`src/rtl/fft_pkg.sv`:
```
`default_nettype none
// +--------------------------------------------------------------------+
// | fft_pkg : shared types and constants for the burst FFT/IFFT core   |
// | Rev 1.0                                                            |
// +--------------------------------------------------------------------+
package fft_pkg;

   localparam int DEF_DATA_WIDTH = 36;
   localparam int DEF_ADDR_WIDTH = 9;
   localparam int MAX_POINTS     = 2 ** (DEF_ADDR_WIDTH + 1);

   typedef enum logic [1:0] {
      LOAD  = 2'd0,
      START = 2'd1,
      BUSY  = 2'd2
   } state_t;

   // Complex sample as carried on the streams: real part in the upper half
   typedef struct packed {
      logic [DEF_DATA_WIDTH/2-1:0] re;
      logic [DEF_DATA_WIDTH/2-1:0] im;
   } sample_t;

endpackage
`default_nettype wire

```
`src/rtl/fft_in.sv`:
```
`default_nettype none
// +--------------------------------------------------------------------+
// | fft_in : frame loader, even samples to bank A, odd to bank B       |
// | Rev 1.0                                                            |
// +--------------------------------------------------------------------+
module fft_in
   import fft_pkg::*;
#(
   parameter int DATA_WIDTH = 36,
   parameter int ADDR_WIDTH = 9
) (
   input  logic                  clk,
   input  logic                  rst,
   input  logic [ADDR_WIDTH:0]   dft_length,
   input  logic [DATA_WIDTH-1:0] s_axi_data,
   input  logic                  s_axi_valid,
   input  logic                  s_axi_last,
   output logic                  s_axi_ready,
   output logic                  oa_wr_en,
   output logic [ADDR_WIDTH-1:0] oa_wr_addr,
   output logic [DATA_WIDTH-1:0] oa_wr_data,
   output logic                  ob_wr_en,
   output logic [ADDR_WIDTH-1:0] ob_wr_addr,
   output logic [DATA_WIDTH-1:0] ob_wr_data,
   output logic                  fft_start,
   input  logic                  fft_cdone,
   output logic                  frame_err
);

   state_t                state_q;
   state_t                state_d;
   logic [ADDR_WIDTH:0]   in_index;
   logic [ADDR_WIDTH:0]   len_q;
   logic [ADDR_WIDTH:0]   len_eff;
   logic                  xfer;
   logic                  at_len;
   logic                  close;

   assign xfer    = s_axi_valid & s_axi_ready;
   // On the first sample the length register is still being loaded
   assign len_eff = (in_index == '0) ? dft_length : len_q;
   assign at_len  = (in_index == len_eff);
   assign close   = xfer & (at_len | s_axi_last);

   assign fft_start = (state_q == START);

   always_comb begin
      state_d = state_q;
      case (state_q)
         LOAD:    if (close)     state_d = START;
         START:                  state_d = BUSY;
         BUSY:    if (fft_cdone) state_d = LOAD;
         default:                state_d = LOAD;
      endcase
   end

   always_ff @(posedge clk or posedge rst) begin
      if (rst) begin
         state_q     <= LOAD;
         s_axi_ready <= 1'b0;
         in_index    <= '0;
         len_q       <= '0;
         frame_err   <= 1'b0;
      end else begin
         state_q     <= state_d;
         s_axi_ready <= (state_d == LOAD);
         frame_err   <= xfer & (at_len ^ s_axi_last);
         if (xfer) begin
            if (in_index == '0) len_q <= dft_length;
            in_index <= close ? '0 : in_index + 1'b1;
         end
      end
   end

   always_ff @(posedge clk or posedge rst) begin
      if (rst) begin
         oa_wr_en   <= 1'b0;
         oa_wr_addr <= '0;
         oa_wr_data <= '0;
         ob_wr_en   <= 1'b0;
         ob_wr_addr <= '0;
         ob_wr_data <= '0;
      end else begin
         oa_wr_en <= xfer & ~in_index[0];
         ob_wr_en <= xfer &  in_index[0];
         if (xfer & ~in_index[0]) begin
            oa_wr_addr <= in_index[ADDR_WIDTH:1];
            oa_wr_data <= s_axi_data;
         end
         if (xfer & in_index[0]) begin
            ob_wr_addr <= in_index[ADDR_WIDTH:1];
            ob_wr_data <= s_axi_data;
         end
      end
   end

endmodule
`default_nettype wire

```
`config.mk`:
```
export PLATFORM = sky130hd
export DESIGN_NAME = fft_in
export DESIGN_NICKNAME = d
export VERILOG_FILES = /design/src/rtl/fft_pkg.sv /design/src/rtl/fft_in.sv
export SDC_FILE = /design/constraint.sdc
export NUM_CORES = 1
export LEC_CHECK = 0
export BUFFER_PORTS_ARGS = -buffer_cell sky130_fd_sc_hd__buf_2
export CAP_MARGIN = 10
export CELL_PAD_IN_SITES_DETAIL_PLACEMENT = 0
export CELL_PAD_IN_SITES_GLOBAL_PLACEMENT = 1
export CORE_MARGIN = 4
export CORE_UTILIZATION = 34
export DETAILED_ROUTE_END_ITERATION = 8
export PLACE_DENSITY = 0.85
export SKIP_CTS_REPAIR_TIMING = 1
export SYNTH_ARGS = -nofsm -noshare
export SYNTH_HDL_FRONTEND = slang
export SYNTH_SLANG_ARGS = --single-unit
export TNS_END_PERCENT = 1
```
`constraint.sdc`:
```
create_clock -name clk -period 3.65 [get_ports clk]
set_clock_uncertainty 0.2 [all_clocks]
set_input_delay 0.365 -clock clk [delete_from_list [all_inputs] [get_ports clk]]
set_output_delay 0.365 -clock clk [all_outputs]
set_load 0.005 [all_outputs]
```
==> results.tsv <==
metric	value	unit
clock latency on the worst-skew pair	0.40	ns
highest clock rate	298	MHz
Slew Limit Fails	0	
critical path class	reg -> reg	
min-delay src	dft_length[3]	
synth unique cells	40	
Synth Net Count	551	
Area Growth Syn to Fin	39.4	%
Pwr Density	799	mW/mm²
Yosys warnings	0	
Final WS setup	0.294	ns
die footprint	0.0158	mm²
register area share after synthesis	0.617	
r2r startpoint	in_index[0]	
layout cell share with drive strength beyond 1	0.288	
final hold vios	0	
Max Cap Violations	0	
total CTS buffers	17	
leakage power	3.58	nW
Placement Cell Area	0.00560	mm²
GPL Wtd Cong	0.822	
Die Span X	126	µm
DRT Wirelength	12900	µm
Top FF cell, synth	dfrtp_1	
largest net degree at the start of global routing	60	
design area	0.00656	mm²
period utilization	0.919	
CTS H-tree depth	4	
starting density of the core	0.351	
Critical Path AT	3.44	ns
Post-Syn Instances	497	
CTS tree	built	
Die Y	126	µm
number of antenna-violating nets in the routed design	0	
startpoint type of the worst setup path	register	
actual slew at the worst max-slew pin	0.896	ns
Residual DRC	0	
setup slack, reg-to-reg	0.29	ns
commonest cells after routing, fill and taps aside	nand2_1, buf_2, dfrtp_1	
Core Rows	42	
vias in the first global route	4035	
1st-iter DRT viols	249	
# clock sinks	116	
Worst setup EP type	register	
first-pass GRT wire length	20500	µm
RR Endpoint	in_index[8]	
IO Pins	146	
GRT Overall Usage	0.162	
FFs w/ async S/R, synth	1.00	
status	finished clean	
WP data required	3.73	ns
clk slew on worst S/H paths	0.05	ns
Reg2Reg Depth	12	
hold path depth	3	
setup tns final	0	ns
Clock Path Buffers	2	
unrepaired setup endpoints after global routing	false	
Post-synth EDFFs	0	
core area	0.0134	mm²
pre-CTS WS	0.290	ns
Vias/cell	4.72	
HPWL after DPL	8640	µm
Hold WC Path Type	in -> reg	
IO Port Bufs	145	
Fillers	1264	
syn avg cell area	9.47	µm²
Hold Crit Endpoint	len_q[3]	
NumNets Final	734	
length of the first detailed-routing pass in iterations	4	
initial antenna violation count	0	
gr ovfl total	0	
final setup vio count	0	
CTS Root Cell	clkbuf_16	
antenna cells	0	
CP max FO	10	
DR vias	4088	
count of state elements after synthesis	116	
VDD IR max	0.359	mV
post-DR wirelength/cell	14.9	µm
area of the mapped netlist	0.00471	mm²
slew margin rel.	0.400	
most common cell after layout, fill and taps aside	nand2_1	
post-layout util	0.489	
fin crit period	3.36	ns
## flip-flops by register name, indices dropped and copies added (netlist names)
register,count
state_q,2
len_q,10
ob_wr_addr,9
oa_wr_addr,9
oa_wr_data,36
ob_wr_en,1
ob_wr_data,36
in_index,10
oa_wr_en,1
s_axi_ready,1
frame_err,1
## cells in the mapped netlist, types with 2 or more instances
| cell | count | area, µm² |
|---|---|---|
| nor2_1 | 11 | 41.3 |
| o22ai_1 | 3 | 18.8 |
| xor2_1 | 6 | 52.6 |
| and3_1 | 2 | 12.5 |
| o21ai_0 | 20 | 100 |
| ha_1 | 3 | 37.5 |
| inv_2 | 3 | 11.3 |
| mux2_2 | 12 | 135 |
| nor3_1 | 3 | 15.0 |
| inv_1 | 10 | 37.5 |
| xnor2_1 | 4 | 35.0 |
| dfrtp_1 | 116 | 2900 |
| a2111oi_0 | 2 | 17.5 |
| buf_1 | 3 | 11.3 |
| nor2b_1 | 3 | 18.8 |
| nand2_1 | 246 | 923 |
| mux2i_1 | 3 | 30.0 |
| nand3_1 | 5 | 25.0 |
| clkbuf_1 | 16 | 60.1 |
| nor4_1 | 2 | 12.5 |
| buf_2 | 3 | 15.0 |
| nand4_1 | 3 | 18.8 |
## through the flow
step | hold WS, ns | instances | total power, W
floorplan | 0.228 | 497 | 0.00291
detailed placement | 0.257 | 798 | 0.00365
CTS | -0.0952 | 827 | 0.00527
global placement | 0.253 | 798 | 0.00359
finish | 0.0150 | 866 | 0.00524
global route | 0.00198 | 866 | 0.00560
## report_power, final
part | internal, W | total, W | switching, W | leakage (nW)
sequential | 0.00178 | 0.00209 | 0.000310 | 1.48
clock | 0.00106 | 0.00159 | 0.000526 | 0.282
combinational | 0.000688 | 0.00156 | 0.000870 | 1.83
## how the worst max path moves through the flow
stage | slack (ns) | end | startpoint
after floorplan | 0.01 | frame_err | rst
after global placement | 0.58 | in_index[8] | in_index[0]
after detailed placement | 0.29 | in_index[2] | in_index[0]
after CTS | 0.27 | in_index[2] | in_index[0]
after global routing | 0.13 | in_index[8] | in_index[0]
final | 0.29 | in_index[8] | in_index[0]
## final cells by class
class | count | area (µm²) | area share
tap | 176 | 220 | 0.0336
clock inverter | 5 | 75.1 | 0.0114
clock buffer | 24 | 492 | 0.0750
inverter | 13 | 51.3 | 0.00782
timing repair buffer | 188 | 1160 | 0.177
multi-input combinational | 344 | 1660 | 0.253
sequential | 116 | 2900 | 0.443
## cells by family after synthesis
family | count (synthesis) | synth area share
buffers and inverters | 37 | 0.0327
adders and majority gates | 3 | 0.00798
muxes | 15 | 0.0351
and+or+nand+nor | 282 | 0.243
AOI/OAI and AO/OA | 34 | 0.0455
DFF | 116 | 0.617
xor gates and xnor gates | 10 | 0.0186
## layer usage
| layer | track usage | wire [µm] | vias up |
|---|---|---|---|
| met1 | 0.204 | 5710 | 1982 |
| met5 | 0 | 0 | - |
| li1 | - | - | 1948 |
| met4 | 0.0670 | 189 | 0 |
| met3 | 0.0483 | 833 | 17 |
| met2 | 0.262 | 6200 | 141 |
## critical path: stages (launching register included)
cell	delay (ns)
dfrtp_1	0.47
inv_1	0.14
ha_1	0.17
nor4b_4	0.29
nand3_2	0.25
mux2i_1	0.22
o21ai_0	0.09
or4_1	0.56
ha_1	0.35
nand4_1	0.20
nor2_1	0.06
a22oi_1	0.17
nand2_1	0.07
(Power assumes the default switching activity.)
